$ cat src/rtl/decoder_select_sequencer_if.sv
// Control/status bundle between the scan controller and decoder_select_sequencer.
// master = controlling logic, slave = the sequencer itself.
interface decoder_select_sequencer_if #(
    parameter int unsigned SEL_WIDTH   = 3,
    parameter int unsigned DWELL_WIDTH = 8
);
    logic                       start;
    logic                       stop;
    logic                       loop;
    logic [DWELL_WIDTH-1:0]     dwell;
    logic [(2**SEL_WIDTH)-1:0]  mask;
    logic [SEL_WIDTH-1:0]       select;
    logic                       enable;
    logic                       strobe;
    logic                       busy;
    logic                       done;

    modport master (
        output start, stop, loop, dwell, mask,
        input  select, enable, strobe, busy, done
    );

    modport slave (
        input  start, stop, loop, dwell, mask,
        output select, enable, strobe, busy, done
    );
endinterface

$ cat src/rtl/decoder_select_sequencer.sv
// Steps a 3-to-8 decoder through the lines set in a mask, holding each for dwell+1 cycles.
// Define SEQ_BREAK_BEFORE_MAKE_EN to insert one enable-low GAP cycle between consecutive lines.
module decoder_select_sequencer #(
    parameter int unsigned SEL_WIDTH   = 3,
    parameter int unsigned DWELL_WIDTH = 8
) (
    input logic                      clk,
    input logic                      rst,
    decoder_select_sequencer_if.slave bus
);
    localparam int unsigned LINES = 2**SEL_WIDTH;

    typedef enum logic [1:0] {IDLE, ACTIVE, GAP, DONE} state_t;

    state_t                 state_q, state_d;
    logic [SEL_WIDTH-1:0]   sel_q, sel_d;
    logic [DWELL_WIDTH-1:0] cnt_q, cnt_d;
    logic [DWELL_WIDTH-1:0] dwell_q, dwell_d;
    logic [LINES-1:0]       mask_q, mask_d;
    logic                   loop_q, loop_d;
    logic                   en_q, en_d;
    logic                   stb_q, stb_d;
    logic                   busy_q, busy_d;
    logic                   done_q, done_d;

    // {found, index} of the lowest set bit of m at or above position from
    function automatic logic [SEL_WIDTH:0] lowest_from(input logic [LINES-1:0] m,
                                                       input int unsigned from);
        logic [SEL_WIDTH:0] r;
        r = '0;
        for (int unsigned i = 0; i < LINES; i++) begin
            if (!r[SEL_WIDTH] && (i >= from) && m[i]) begin
                r = {1'b1, i[SEL_WIDTH-1:0]};
            end
        end
        return r;
    endfunction

    logic [SEL_WIDTH:0]   start_hit, next_hit, wrap_hit;
    logic                 have_target;
    logic [SEL_WIDTH-1:0] target;

    assign start_hit   = lowest_from(bus.mask, 0);
    assign next_hit    = lowest_from(mask_q, 32'(sel_q) + 32'd1);
    assign wrap_hit    = lowest_from(mask_q, 0);
    assign have_target = next_hit[SEL_WIDTH] | (loop_q & wrap_hit[SEL_WIDTH]);
    assign target      = next_hit[SEL_WIDTH] ? next_hit[SEL_WIDTH-1:0] : wrap_hit[SEL_WIDTH-1:0];

    always_comb begin
        state_d = state_q;
        sel_d   = sel_q;
        cnt_d   = cnt_q;
        dwell_d = dwell_q;
        mask_d  = mask_q;
        loop_d  = loop_q;
        en_d    = 1'b0;
        stb_d   = 1'b0;
        busy_d  = 1'b0;
        done_d  = 1'b0;

        if (state_q != IDLE && bus.stop) begin
            state_d = IDLE;
            sel_d   = '0;
        end else begin
            case (state_q)
                IDLE: begin
                    if (bus.start && !bus.stop) begin
                        dwell_d = bus.dwell;
                        mask_d  = bus.mask;
                        loop_d  = bus.loop;
                        if (!start_hit[SEL_WIDTH]) begin
                            state_d = DONE;
                            done_d  = 1'b1;
                        end else begin
                            state_d = ACTIVE;
                            sel_d   = start_hit[SEL_WIDTH-1:0];
                            cnt_d   = bus.dwell;
                            en_d    = 1'b1;
                            stb_d   = 1'b1;
                            busy_d  = 1'b1;
                        end
                    end
                end
                ACTIVE: begin
                    if (cnt_q != '0) begin
                        cnt_d  = cnt_q - DWELL_WIDTH'(1);
                        en_d   = 1'b1;
                        busy_d = 1'b1;
                    end else if (have_target) begin
                        sel_d  = target;
                        busy_d = 1'b1;
`ifdef SEQ_BREAK_BEFORE_MAKE_EN
                        state_d = GAP;
`else
                        // make-before-break: new line starts in the same cycle enable stays high
                        cnt_d   = dwell_q;
                        en_d    = 1'b1;
                        stb_d   = 1'b1;
`endif
                    end else begin
                        state_d = DONE;
                        sel_d   = '0;
                        done_d  = 1'b1;
                    end
                end
                GAP: begin
                    state_d = ACTIVE;
                    cnt_d   = dwell_q;
                    en_d    = 1'b1;
                    stb_d   = 1'b1;
                    busy_d  = 1'b1;
                end
                DONE: begin
                    state_d = IDLE;
                    sel_d   = '0;
                end
                default: begin
                    state_d = IDLE;
                    sel_d   = '0;
                end
            endcase
        end
    end

    always_ff @(posedge clk) begin
        if (rst) begin
            state_q <= IDLE;
            sel_q   <= '0;
            cnt_q   <= '0;
            dwell_q <= '0;
            mask_q  <= '0;
            loop_q  <= 1'b0;
            en_q    <= 1'b0;
            stb_q   <= 1'b0;
            busy_q  <= 1'b0;
            done_q  <= 1'b0;
        end else begin
            state_q <= state_d;
            sel_q   <= sel_d;
            cnt_q   <= cnt_d;
            dwell_q <= dwell_d;
            mask_q  <= mask_d;
            loop_q  <= loop_d;
            en_q    <= en_d;
            stb_q   <= stb_d;
            busy_q  <= busy_d;
            done_q  <= done_d;
        end
    end

    assign bus.select = sel_q;
    assign bus.enable = en_q;
    assign bus.strobe = stb_q;
    assign bus.busy   = busy_q;
    assign bus.done   = done_q;
endmodule

$ cat src/flat_wrapper.sv
// flat-port wrapper written by rule: the top's interface ports become plain ports
module decoder_select_sequencer_flat 
#(
    parameter int unsigned SEL_WIDTH   = 3,
    parameter int unsigned DWELL_WIDTH = 8
)
  (clk, rst, bus_start, bus_stop, bus_loop, bus_dwell, bus_mask, bus_select, bus_enable, bus_strobe, bus_busy, bus_done);
  decoder_select_sequencer_if #(.SEL_WIDTH(SEL_WIDTH), .DWELL_WIDTH(DWELL_WIDTH)) bus_i ();
  input logic clk;
  input logic rst;
  input wire logic [$bits(bus_i.start)-1:0] bus_start;
  input wire logic [$bits(bus_i.stop)-1:0] bus_stop;
  input wire logic [$bits(bus_i.loop)-1:0] bus_loop;
  input wire logic [$bits(bus_i.dwell)-1:0] bus_dwell;
  input wire logic [$bits(bus_i.mask)-1:0] bus_mask;
  output wire logic [$bits(bus_i.select)-1:0] bus_select;
  output wire logic [$bits(bus_i.enable)-1:0] bus_enable;
  output wire logic [$bits(bus_i.strobe)-1:0] bus_strobe;
  output wire logic [$bits(bus_i.busy)-1:0] bus_busy;
  output wire logic [$bits(bus_i.done)-1:0] bus_done;
  assign bus_i.start = bus_start;
  assign bus_i.stop = bus_stop;
  assign bus_i.loop = bus_loop;
  assign bus_i.dwell = bus_dwell;
  assign bus_i.mask = bus_mask;
  assign bus_select = bus_i.select;
  assign bus_enable = bus_i.enable;
  assign bus_strobe = bus_i.strobe;
  assign bus_busy = bus_i.busy;
  assign bus_done = bus_i.done;
  decoder_select_sequencer #(.SEL_WIDTH(SEL_WIDTH), .DWELL_WIDTH(DWELL_WIDTH)) u_core (.clk(clk), .rst(rst), .bus(bus_i));
endmodule
$ cat config.mk
export PLATFORM = sky130hd
export DESIGN_NAME = decoder_select_sequencer_flat
export DESIGN_NICKNAME = d
export VERILOG_FILES = /design/src/rtl/decoder_select_sequencer_if.sv /design/src/rtl/decoder_select_sequencer.sv /design/src/flat_wrapper.sv
export SDC_FILE = /design/constraint.sdc
export NUM_CORES = 1
export LEC_CHECK = 0
export ABC_AREA = 1
export CELL_PAD_IN_SITES_DETAIL_PLACEMENT = 0
export CELL_PAD_IN_SITES_GLOBAL_PLACEMENT = 1
export CORE_ASPECT_RATIO = 0.5
export CORE_MARGIN = 1.5
export CORE_UTILIZATION = 35
export DETAILED_ROUTE_END_ITERATION = 10
export PLACE_DENSITY_LB_ADDON = 0.1
export SLEW_MARGIN = 40
export SYNTH_ARGS = -nofsm -noshare
export SYNTH_HDL_FRONTEND = slang
export SYNTH_SLANG_ARGS = --single-unit
$ cat constraint.sdc
create_clock -name clk -period 4.8 [get_ports clk]
set_input_delay 0.72 -clock clk [delete_from_list [all_inputs] [get_ports clk]]
set_output_delay 0.72 -clock clk [all_outputs]
set_load 0.02 [all_outputs]
## After elaboration in Yosys (flattened, before gate mapping)

Index checks and enable logic that the tools add are counted.

- Add/subtract/negate cells: 2
- $lt $le $gt $ge: 8
- Equal/unequal tests: 8
- Muxes and demuxes: 52
- Bitwise logic cells: 3
- Reduce and logical (&&, ||, !) cells: 63

Operators with widths:

| cell | count |
|---|---|
| $ge 3x32->1 const A | 4 |
| $mux 4 | 24 |
| $ge 1x32->1 const A | 2 |
| $ge 2x32->1 const A | 2 |
| $mux 8 | 4 |
| $logic_and 1x1->1 | 31 |
| $pmux 8 s3 | 1 |
| $logic_not 1->1 | 22 |
| $mux 3 | 5 |
| $mux 1 | 9 |
| $pmux 3 s3 | 1 |
| $mux 2 | 4 |
| $pmux 2 s4 | 1 |
| $reduce_bool 8->1 | 1 |
| $sub 8x1->8 const B | 1 |
| $pmux 1 s3 | 2 |
| $reduce_and 3->1 | 2 |
| $reduce_bool 3->1 | 2 |
| $reduce_and 5->1 | 1 |
| $add 3x1->4 const B | 1 |
| $eq 2x2->1 const B | 2 |
| $ne 2x1->1 const B | 2 |
| $ne 2x2->1 const B | 2 |
| $reduce_and 4->1 | 1 |
| other kinds (9) | 9 |

- Register bits after elaboration: 33
- Input bits: 21
- Output and inout bits: 7
- Word-level logic and storage cells: 145

## Depth between registers and ports, before layout

Gate-level depths: netlist (run 1).

- Depth after elaboration: 36
- Gate-level depth with buffers: 14
- Gate-level depth less buffers: 14

## Least setup slack after synthesis (run 1)

No wires, ideal clock.

- Kind: register to register
- From: register u_core.sel_q[0] (netlist: u_core.bus.select[0])
- To: register u_core.cnt_q[0]
- Library setup time: 115 ps
- Arrival time: 1954 ps
- Data required time: 4685 ps
- Path slack: 2731 ps
- Stages on the path, launching flop included: 13
- Buffers on the path: 1
- Period minus slack after synthesis: 2069 ps
- Cell sequence: dfxtp_1 -> inv_1 -> ha_1 -> nor2_1 -> nor2_2 -> nand3_1 -> nand2_4 -> nand4_4 -> nor2_4 -> nand4_4 -> buf_6 -> a21oi_1 -> nor2_1

- Longest elaborated chain between the ends: 35
- Elaborated cells between the ends (all ways): 42
- Classes of those cells: add/sub (1); order compare (8); eq/ne (1); mux (8); bitwise (1); reduce/logical (23)

RTL lines:

| what | line | RTL |
|---|---|---|
| from (decl) | decoder_select_sequencer.sv:16 | `logic [SEL_WIDTH-1:0] sel_q, sel_d;` |
| from (signal assigned) | decoder_select_sequencer.sv:139 | `sel_q <= sel_d;` |
| $add 3x1->4 * | decoder_select_sequencer.sv:44 | `assign next_hit = lowest_from(mask_q, 32'(sel_q) + 32'd1);` |
| $ge 1x32->1 | decoder_select_sequencer.sv:32 | `if (!r[SEL_WIDTH] && (i >= from) && m[i]) begin` |
| $logic_and 1x1->1 | decoder_select_sequencer.sv:32 |  |
| $mux 4 | decoder_select_sequencer.sv:32 |  |
| $logic_not 1->1 | decoder_select_sequencer.sv:32 |  |
| $logic_and 1x1->1 (2 in a row) | decoder_select_sequencer.sv:32 |  |
| $mux 4 | decoder_select_sequencer.sv:32 |  |
| $logic_not 1->1 | decoder_select_sequencer.sv:32 |  |
| [... 16 more ...] | -- |  |
| $logic_and 1x1->1 (2 in a row) | decoder_select_sequencer.sv:32 |  |
| $mux 4 | decoder_select_sequencer.sv:32 |  |
| $logic_not 1->1 | decoder_select_sequencer.sv:32 |  |
| $logic_and 1x1->1 (2 in a row) | decoder_select_sequencer.sv:32 |  |
| $mux 4 * | decoder_select_sequencer.sv:32 |  |
| $or 1x1->1 * | decoder_select_sequencer.sv:46 | `assign have_target = next_hit[SEL_WIDTH] \| (loop_q & wrap_hit[SEL_WIDTH]);` |
| $ne 3x1->1 (no line) * | -- |  |
| $reduce_and 5->1 (no line) * | -- |  |
| to (signal assigned) | decoder_select_sequencer.sv:140 | `cnt_q <= cnt_d;` |
| to (decl) | decoder_select_sequencer.sv:17 | `logic [DWELL_WIDTH-1:0] cnt_q, cnt_d;` |

Every way passes the cells marked *; elsewhere a longest branch is shown, timed or not.
A chain may end at the register's enable or synchronous reset.

## Worst setup path after layout (run 1)

- From: input port bus_mask[3]
- To: register u_core.cnt_q[3]

- Longest elaborated chain between the ends: 16

RTL lines:

| what | line | RTL |
|---|---|---|
| from (decl) | flat_wrapper.sv:15 | `input wire logic [$bits(bus_i.mask)-1:0] bus_mask;` |
| $logic_and 1x1->1 * | decoder_select_sequencer.sv:32 |  |
| $mux 4 * | decoder_select_sequencer.sv:32 |  |
| $logic_not 1->1 | decoder_select_sequencer.sv:32 |  |
| $logic_and 1x1->1 | decoder_select_sequencer.sv:32 |  |
| $mux 4 * | decoder_select_sequencer.sv:32 |  |
| $logic_not 1->1 | decoder_select_sequencer.sv:32 |  |
| $logic_and 1x1->1 | decoder_select_sequencer.sv:32 |  |
| $mux 4 * | decoder_select_sequencer.sv:32 |  |
| $logic_not 1->1 | decoder_select_sequencer.sv:32 |  |
| $logic_and 1x1->1 | decoder_select_sequencer.sv:32 |  |
| $mux 4 * | decoder_select_sequencer.sv:32 |  |
| $logic_not 1->1 | decoder_select_sequencer.sv:32 |  |
| $logic_and 1x1->1 | decoder_select_sequencer.sv:32 |  |
| $mux 4 * | decoder_select_sequencer.sv:32 |  |
| $ne 2x1->1 (no line) * | -- |  |
| $reduce_and 5->1 (no line) * | -- |  |

Marked as above.

==> flow_metrics.py, run 1 <==
metrics = {
    "sta": {
        "period_share": 0.530,
        "setup_viol": 0,
        "max_slew_margin": 0.468,
        "rsz0062_at_grt": "no",
        "fin_setup_tns_ps": 0,
        "fmax_ghz": 0.393,
        "hold_viol_final": 0,
        "tightest_slew_ps": 797,
        "whs_ps": 453,
        "period_needed_ps": 2540,
        "maxSlewViolCount": 0,
        "finalClockSkew_ps": 3.89,
    },
    "place": {
        "gp_congestion": 0.822,
        "dpl_cell_area_um2": 2610,
        "port_buffers": 27,
        "hpwl_mm": 4.38,
    },
    "yosys": {
        "syn-mean-instance-area_um2": 6.76,
        "synth_top_area_frac": 0.288,
        "async_reset_ff_frac": 0,
        "synth-edff-count": 0,
        "synth_seq_area_share": 0.288,
        "syn-cell-area_um2": 2290,
        "netlist_instances": 339,
        "yosysTopAreaCell": "dfxtp_1",
        "ys_ff_latch": 33,
        "synth_warnings": 0,
        "synthDistinctLibCells": 31,
        "synthFlopType": "dfxtp_1",
        "synth_area_leaders": "dfxtp_1 29%, a21oi_1 8.5%, inv_1 8.2%, nand2_1 8.2%, ha_1 7.1%",
        "syn-num-nets": 373,
    },
    "route": {
        "wl_mm": 5.64,
        "wl_per_cell_um": 12.5,
        "via_per_inst": 4.84,
        "vias": 2185,
        "ant_nets": 0,
        "first_pass_iters": 5,
        "drtIter0Drc": 79,
        "drc": 0,
    },
    "setup_path": {
        "worstPathArrival_ps": 2710,
        "crit_fanout": 16,
        "cp-start-kind": "primary input",
        "critPathCaptureType": "flip-flop",
        "crit_type": "in -> reg",
        "cp-startpoint": "bus_mask[3]",
        "critPathRequiredTime_ps": 4970,
        "reg2reg_from": "u_core.bus.select[0]$_SDFFE_PP0P_",
    },
    "power_and_ir_drop": {
        "switchingPower_mw": 0.711,
        "intPower_mw": 0.871,
        "pwr-share-comb": 0.543,
        "ir_drop_mv": 0.239,
        "clock_power_share": 0.198,
        "total_power_mw": 1.58,
        "p_seq_frac": 0.260,
        "swShare": 0.450,
        "p_leak_nw": 1.19,
        "powerDensity_nw_per_um2": 574,
    },
    "clock_network": {
        "root_buffer": "clkbuf_16",
        "post_cts_resized": 0,
        "cts_buffers": 5,
        "htree_levels": 2,
        "clk_pin_slew_worst_paths_ps": 50,
        "cts_tree": "yes",
        "hold_buffers": 0,
        "clock_path_buffers": 2,
        "cts_sinks": 33,
        "worstSkewPairLatency_ps": 270,
        "post_cts_buffers": 0,
    },
    "layout": {
        "num_antenna_cells": 0,
        "num-fill-cells": 663,
        "final_area_um2": 2760,
        "drive_gt1_frac": 0.0799,
        "area.growth.synth_to_final_pct": 20.3,
        "layout_common_cells": "50 x inv_1, 50 x nand2_1, 39 x a21oi_1, 33 x dfxtp_1, 32 x nor2_1",
        "post-route-util": 0.446,
        "nets": 397,
    },
    "global_route": {
        "grt_pass1_vias": 2039,
        "grt_usage": 0.166,
        "antenna_found_initial": 0,
        "grt_pass1_wl_mm": 9.25,
        "grt_max_degree": 27,
        "grt-ovfl-total": 0,
    },
    "flow_run": {
        "maxCapViolCount": 0,
    },
    "floorplanning": {
        "die_area_um2": 7070,
        "std_cell_rows": 20,
        "start_util": 0.371,
        "boundaryPins": 28,
        "core_area_um2": 6180,
        "chipHeight_um": 60.2,
        "die_x_um": 117,
    },
    "worst_hold_path": {
        "hp-start": "u_core.dwell_q[4]$_SDFFE_PP0P_",
        "worstHoldPathType": "reg -> reg",
    },
    "status": {
        "run_status": "complete, no violations",
    },
}
## path summary, 6_finish.rpt
check / cells after the start / to / slack [ps]
worst max-delay path: 12 / u_core.cnt_q[3]$_SDFFE_PP0P_ / 2260
worst min-delay path: 2 / u_core.dwell_q[4]$_SDFFE_PP0P_ / 450
worst min register to register: 2 / u_core.dwell_q[4]$_SDFFE_PP0P_ / 450
worst max register to register: 12 / u_core.cnt_q[5]$_SDFFE_PP0P_ / 2560
## cell type report
| class | instances | area [um^2] | area share |
|---|---|---|---|
| multi-input cells | 245 | 1380 | 0.501 |
| flip-flops and latches | 33 | 661 | 0.240 |
| repair buffers | 27 | 270 | 0.0980 |
| inverters | 51 | 191 | 0.0695 |
| clock buffers | 7 | 143 | 0.0517 |
| well taps | 88 | 110 | 0.0399 |
## metrics by stage
| step | setup WS (ps) | instances |
|---|---|---|
| 5_1_grt | 2060 | 451 |
| 4_1_cts | 1980 | 451 |
| 6_report | 2260 | 451 |
| 3_3_place_gp | 1680 | 444 |
| 2_1_floorplan | 2730 | 339 |
| 3_5_place_dp | 1700 | 444 |
## cell usage after synthesis, types with 3 or more instances
cell type,number
nand3_2,3
o211ai_1,4
nor2_1,33
nand4_1,8
xor2_1,4
nor2_2,4
ha_1,13
clkbuf_1,6
o21ai_0,31
dfxtp_1,33
nand2_1,50
a21oi_1,39
nand3_1,30
inv_1,50
o22ai_1,7
## sequential cells by signal, summed over array words and instances, names as in the netlist
register / flops
u_core.loop_q: 1
u_core.bus.strobe: 1
u_core.bus.select: 3
u_core.bus.done: 1
u_core.state_q: 2
u_core.bus.enable: 1
u_core.cnt_q: 8
u_core.mask_q: 8
u_core.dwell_q: 8
## layer usage
layer,part of all wire,track usage
met5,0,0
met1,0.52,0.216
met3,0.039,0.0401
met4,0.0027,0.0459
met2,0.44,0.282
## kinds of logic (layout without fill, tap and decap cells)
| logic type | Yosys count | in the layout | share of synthesized area |
|---|---|---|---|
| buffers and inverters | 61 | 85 | 0.110 |
| AOI/OAI and AO/OA | 88 | 88 | 0.212 |
| xor gates and xnor gates | 4 | 4 | 0.0153 |
| adders and majority gates | 13 | 13 | 0.0710 |
| DFF | 33 | 33 | 0.288 |
| and+or+nand+nor | 140 | 140 | 0.303 |
## critical path, cell delays in order
cell and delay [ps]:
clkdlybuf4s50_1 500, inv_1 90, nand4_1 120, nor2_2 60, nand3_2 90, nand3_1 70, nand2_1 100, nand2_1 70
nor2_2 560, nand3_1 180, nand2_1 100, nor2_1 50
## power groups by stage
| stage | logic [mW] | clock network (mW) | registers [mW] |
|---|---|---|---|
| after floorplan | 0.661 | 0 | 0.418 |
| after global placement | 0.865 | 0 | 0.416 |
| after detailed placement | 0.860 | 0 | 0.417 |
| after CTS | 0.864 | 0.319 | 0.411 |
| after global routing | 0.980 | 0.332 | 0.422 |
| final | 0.859 | 0.313 | 0.411 |
Power figures use the tool's default switching activity.
==> inputs of run 2 (changes only) <==
==> constraint.sdc (replaced) <==
create_clock -name clk -period 2.5 [get_ports clk]
set_input_delay 0.375 -clock clk [delete_from_list [all_inputs] [get_ports clk]]
set_output_delay 0.375 -clock clk [all_outputs]
set_load 0.02 [all_outputs]
==> run 2 against run 1 <==
  * Sequential cell count is the same
  * Design area rose by 1.0%
  * Register-to-register slack worse by 2300 ps
  * Total power rose by 96%
  * First-iteration DRC count up 14%
  * Worst hold slack improved by 1.5 ps
  * Critical path depth shrank 1
  * Utilization grew 0.45 points
  * Largest power group unchanged
  * Sequential share of layout area is 0.24 points lower
  * Critical endpoint unchanged
  * Non-clock buffer count grew 4
  * Global-route usage is 1.4 points higher
==> flow_metrics.py, run 2 (same netlist as run 1, synthesis figures left out) <==
metrics = {
    "route": {
        "drc": 0,
        "vias": 2222,
        "ant_nets": 0,
        "first_pass_iters": 4,
        "wl_mm": 5.80,
        "drtIter0Drc": 90,
        "via_per_inst": 4.88,
        "wl_per_cell_um": 12.8,
    },
    "clock_network": {
        "cts_sinks": 33,
        "clk_pin_slew_worst_paths_ps": 50,
        "worstSkewPairLatency_ps": 280,
        "post_cts_buffers": 0,
        "post_cts_resized": 0,
        "root_buffer": "clkbuf_16",
        "htree_levels": 2,
        "clock_path_buffers": 2,
        "cts_buffers": 5,
        "hold_buffers": 0,
        "cts_tree": "yes",
    },
    "setup_path": {
        "critPathCaptureType": "flip-flop",
        "critPathRequiredTime_ps": 2670,
        "slowest_stage": "dfxtp_1",
        "cp_cell_sequence": "inv_1 -> ha_1 -> nor2_1 -> nor2_2 -> nand3_1 -> nand2_4 -> nand4_4 -> nor2_4 -> nand4_4 -> a21oi_1 -> nor2_1",
        "worstPathArrival_ps": 2370,
        "worstRegToRegCells": 11,
        "r2r_setup_slack_ps": 300,
        "max_stage_delay_ps": 430,
        "cp-start-kind": "flip-flop",
        "crit_fanout": 16,
        "crit_type": "reg -> reg",
    },
    "sta": {
        "rsz0062_at_grt": "no",
        "tightest_slew_ps": 752,
        "fin_setup_tns_ps": 0,
        "setup_ws_ps": 296,
        "period_needed_ps": 2200,
        "finalClockSkew_ps": 5.81,
        "period_share": 0.881,
        "hold_viol_final": 0,
        "setup_viol": 0,
        "fmax_ghz": 0.454,
        "maxSlewViolCount": 0,
        "whs_ps": 454,
        "max_slew_margin": 0.498,
    },
    "floorplanning": {
        "die_x_um": 117,
        "core_area_um2": 6180,
        "std_cell_rows": 20,
        "start_util": 0.371,
        "die_area_um2": 7070,
        "chipHeight_um": 60.2,
        "boundaryPins": 28,
    },
    "power_and_ir_drop": {
        "switchingPower_mw": 1.41,
        "p_leak_nw": 1.21,
        "powerDensity_nw_per_um2": 1110,
        "pwr-share-comb": 0.547,
        "swShare": 0.454,
        "ir_drop_mv": 0.385,
        "total_power_mw": 3.10,
        "p_seq_frac": 0.256,
        "clock_power_share": 0.197,
        "intPower_mw": 1.69,
    },
    "worst_hold_path": {
        "min_path_cells": 2,
        "worstHoldPathType": "reg -> reg",
    },
    "global_route": {
        "grt-ovfl-total": 0,
        "grt_pass1_vias": 2172,
        "grt_max_degree": 23,
        "antenna_found_initial": 0,
        "grt_usage": 0.180,
        "grt_pass1_wl_mm": 9.96,
    },
    "layout": {
        "drive_gt1_frac": 0.0872,
        "area.growth.synth_to_final_pct": 21.5,
        "final_area_um2": 2780,
        "post-route-util": 0.450,
        "stdcell_count": 455,
        "num_antenna_cells": 0,
        "layout_common_cells": "50 x inv_1, 50 x nand2_1, 39 x a21oi_1, 33 x nor2_1, 33 x dfxtp_1",
        "top_regs": "u_core.cnt_q (8), u_core.dwell_q (8), u_core.mask_q (8)",
        "nets": 401,
    },
    "place": {
        "dp_cells": 448,
        "port_buffers": 27,
        "dpl_cell_area_um2": 2640,
        "place_ws_ps": 48.6,
        "hpwl_mm": 4.51,
        "gp_congestion": 0.814,
    },
    "status": {
        "run_status": "complete, no violations",
    },
    "flow_run": {
        "maxCapViolCount": 0,
    },
}
[run 2: changes by cell type in the layout (fill, tap and decap cells not counted)]
| cell | before | now |
|---|---|---|
| buf_4 | 0 | 4 |
| nor2_1 | 32 | 33 |
| nor2_2 | 5 | 4 |
[run 2: per-layer routing]
layer	global-route usage	vias to the layer above	wire, um
li1	-	1177	-
met1	0.226	1011	2920
met2	0.325	30	2650
met3	0.0353	4	202
met4	0.0494	0	23
met5	0	-	0
[run 2: worst paths after layout]
| path | from | end |
|---|---|---|
| setup reg to reg | u_core.bus.select[0]$_SDFFE_PP0P_ | u_core.cnt_q[3]$_SDFFE_PP0P_ |
| hold / removal | u_core.dwell_q[3]$_SDFFE_PP0P_ | u_core.dwell_q[3]$_SDFFE_PP0P_ |
| setup / recovery | u_core.bus.select[0]$_SDFFE_PP0P_ | u_core.cnt_q[3]$_SDFFE_PP0P_ |
| hold reg to reg | u_core.dwell_q[3]$_SDFFE_PP0P_ | u_core.dwell_q[3]$_SDFFE_PP0P_ |
[run 2: cell type report]
class                           instances  area (um^2)
Fill cell                             640         3400
Multi-Input combinational cell        245         1380
Sequential cell                        33          661
Timing Repair Buffer                   31          300
Inverter                               51          191
Clock buffer                            7          143
Tap cell                               88          110
[run 2: power groups by stage]
stage	Combinational, mW	Sequential, mW	Clock (mW)
CTS	1.70	0.795	0.617
finish	1.69	0.795	0.610
floorplan	1.27	0.803	0
global placement	1.69	0.801	0
detailed placement	1.69	0.805	0
global route	1.94	0.815	0.642
[run 2: worst max-delay path: cells and delay by family, from the launching register on]
family / cells / cell delay [ps]
AOI/OAI and AO/OA: 1 / 210
adders and majority gates: 1 / 330
buffers and inverters: 1 / 120
DFF: 1 / 430
and+or+nand+nor: 8 / 1010
==> inputs of run 3 (changes only) <==
--- a/config.mk
+++ b/config.mk
@@ -12,7 +12,8 @@
 export CORE_MARGIN = 1.5
 export CORE_UTILIZATION = 35
 export DETAILED_ROUTE_END_ITERATION = 10
-export PLACE_DENSITY_LB_ADDON = 0.1
+export GPL_ROUTABILITY_DRIVEN = 0
+export PLACE_DENSITY = 0.72
 export SLEW_MARGIN = 40
 export SYNTH_ARGS = -nofsm -noshare
 export SYNTH_HDL_FRONTEND = slang
==> run 3 against run 2 <==
  * Clock power is 3.6% lower
  * Clock-buffer cell count is 1 lower
  * Global-route usage is 0.35 points lower
  * Design area is 0.13% lower
  * Sequential share of layout area hardly changed
  * Sequential power is 0.8% lower
  * Die area stayed put
  * Utilization is 0.061 points lower
==> flow_metrics.py, run 3 (same netlist as run 1, synthesis figures left out) <==
metrics = {
    "setup_path": {
        "reg2reg_from": "u_core.bus.select[0]$_SDFFE_PP0P_",
        "cp-start-kind": "flip-flop",
        "r2r_setup_slack_ps": 320,
        "critPathRequiredTime_ps": 2670,
        "critPathCaptureType": "flip-flop",
        "worstPathArrival_ps": 2340,
        "crit_fanout": 16,
        "timing.rr.end": "u_core.cnt_q[6]$_SDFFE_PP0P_",
        "worstRegToRegCells": 11,
        "crit_type": "reg -> reg",
    },
    "clock_network": {
        "post_cts_resized": 0,
        "clk_pin_slew_worst_paths_ps": 60,
        "post_cts_buffers": 0,
        "htree_levels": 2,
        "clock_path_buffers": 2,
        "cts_tree": "yes",
        "root_buffer": "clkbuf_16",
        "cts_sinks": 33,
        "cts_buffers": 5,
        "worstSkewPairLatency_ps": 270,
        "hold_buffers": 0,
    },
    "global_route": {
        "grt_max_degree": 23,
        "antenna_found_initial": 0,
        "grt_usage": 0.177,
        "grt-ovfl-total": 0,
        "grt_pass1_wl_mm": 9.83,
        "grt_pass1_vias": 2087,
    },
    "power_and_ir_drop": {
        "swShare": 0.455,
        "switchingPower_mw": 1.39,
        "clock_power_share": 0.192,
        "total_power_mw": 3.06,
        "intPower_mw": 1.67,
        "pwr-share-comb": 0.549,
        "p_leak_nw": 1.21,
        "ir_drop_mv": 0.409,
        "p_seq_frac": 0.258,
        "powerDensity_nw_per_um2": 1100,
    },
    "floorplanning": {
        "core_area_um2": 6180,
        "start_util": 0.371,
        "std_cell_rows": 20,
        "chipHeight_um": 60.2,
        "die_area_um2": 7070,
        "die_x_um": 117,
        "boundaryPins": 28,
    },
    "route": {
        "wl_mm": 5.67,
        "drc": 0,
        "wl_per_cell_um": 12.4,
        "ant_nets": 0,
        "via_per_inst": 4.82,
        "first_pass_iters": 5,
        "drtIter0Drc": 92,
        "vias": 2199,
    },
    "layout": {
        "top_regs": "u_core.cnt_q (8), u_core.dwell_q (8), u_core.mask_q (8)",
        "drive_gt1_frac": 0.0897,
        "layout_common_cells": "50 x inv_1, 50 x nand2_1, 39 x a21oi_1, 33 x nor2_1, 33 x dfxtp_1",
        "post-route-util": 0.450,
        "nets": 401,
        "num_antenna_cells": 0,
        "stdcell_count": 456,
        "area.growth.synth_to_final_pct": 21.4,
    },
    "sta": {
        "fmax_ghz": 0.460,
        "period_share": 0.870,
        "finalClockSkew_ps": 4.36,
        "hold_viol_final": 0,
        "maxSlewViolCount": 0,
        "setup_viol": 0,
        "max_slew_margin": 0.526,
        "tightest_slew_ps": 710,
        "period_needed_ps": 2180,
        "rsz0062_at_grt": "no",
        "setup_ws_ps": 325,
        "fin_setup_tns_ps": 0,
    },
    "place": {
        "hpwl_mm": 4.38,
        "place_ws_ps": 80.3,
        "port_buffers": 27,
        "dp_cells": 448,
    },
    "worst_hold_path": {
        "hold_path_end": "u_core.dwell_q[0]$_SDFFE_PP0P_",
        "min_path_cells": 2,
        "hp-start": "u_core.dwell_q[0]$_SDFFE_PP0P_",
        "worstHoldPathType": "reg -> reg",
    },
    "flow_run": {
        "maxCapViolCount": 0,
    },
    "status": {
        "run_status": "complete, no violations",
    },
}
[run 3: changes by cell type in the layout (fill, tap and decap cells not counted), sizes merged]
| cell | delta |
|---|---|
| clkinv | +2 |
| clkbuf | -1 |
[run 3: through the flow]
stage	hold slack (ps)	cell area (um^2)
floorplan	430	2290
global placement	440	2640
detailed placement	445	2640
CTS	453	2780
global route	482	2780
finish	455	2780
[run 3: how the worst max path moves through the flow]
| stage | start | end | cells after the start |
|---|---|---|---|
| 2_1_floorplan | u_core.bus.select[0]$_SDFFE_PP0P_ | u_core.cnt_q[0]$_SDFFE_PP0P_ | 12 |
| 3_3_place_gp | bus_mask[3] | u_core.cnt_q[3]$_SDFFE_PP0P_ | 12 |
| 3_5_place_dp | bus_mask[3] | u_core.cnt_q[3]$_SDFFE_PP0P_ | 12 |
| 4_1_cts | u_core.bus.select[1]$_SDFFE_PP0P_ | u_core.cnt_q[6]$_SDFFE_PP0P_ | 11 |
| 5_1_grt | u_core.bus.select[0]$_SDFFE_PP0P_ | u_core.cnt_q[7]$_SDFFE_PP0P_ | 11 |
| 6_report | u_core.bus.select[0]$_SDFFE_PP0P_ | u_core.cnt_q[6]$_SDFFE_PP0P_ | 11 |
[run 3: power by group through the flow]
stage / clock network [mW] / logic, mW / registers [mW]
CTS: 0.607 / 1.69 / 0.789
global placement: 0 / 1.68 / 0.797
global route: 0.638 / 1.91 / 0.812
floorplan: 0 / 1.27 / 0.803
detailed placement: 0 / 1.68 / 0.800
finish: 0.588 / 1.68 / 0.789
[run 3: worst max-delay path, cell delays in order (launching register included)]
cell,delay [ps]
dfxtp_1,410
inv_1,110
ha_1,330
nor2_1,70
nor2_2,100
nand3_1,120
nand2_4,110
nand4_4,100
nor2_4,180
nand4_4,270
a21oi_1,210
nor2_1,60
[run 3: routing by layer]
| layer | share of wire | track usage |
|---|---|---|
| met4 | 0.0044 | 0.0317 |
| met2 | 0.45 | 0.314 |
| met3 | 0.036 | 0.0382 |
| met5 | 0 | 0 |
| met1 | 0.51 | 0.228 |
[run 3: layout make-up]
cell class              instances  area (um^2)
fillers                       662         3400
multi-input cells             245         1380
flip-flops and latches         33          661
repair buffers                 31          300
inverters                      51          191
clock buffers                   6          129
well taps                      88          110
clock inverters                 2         10.0
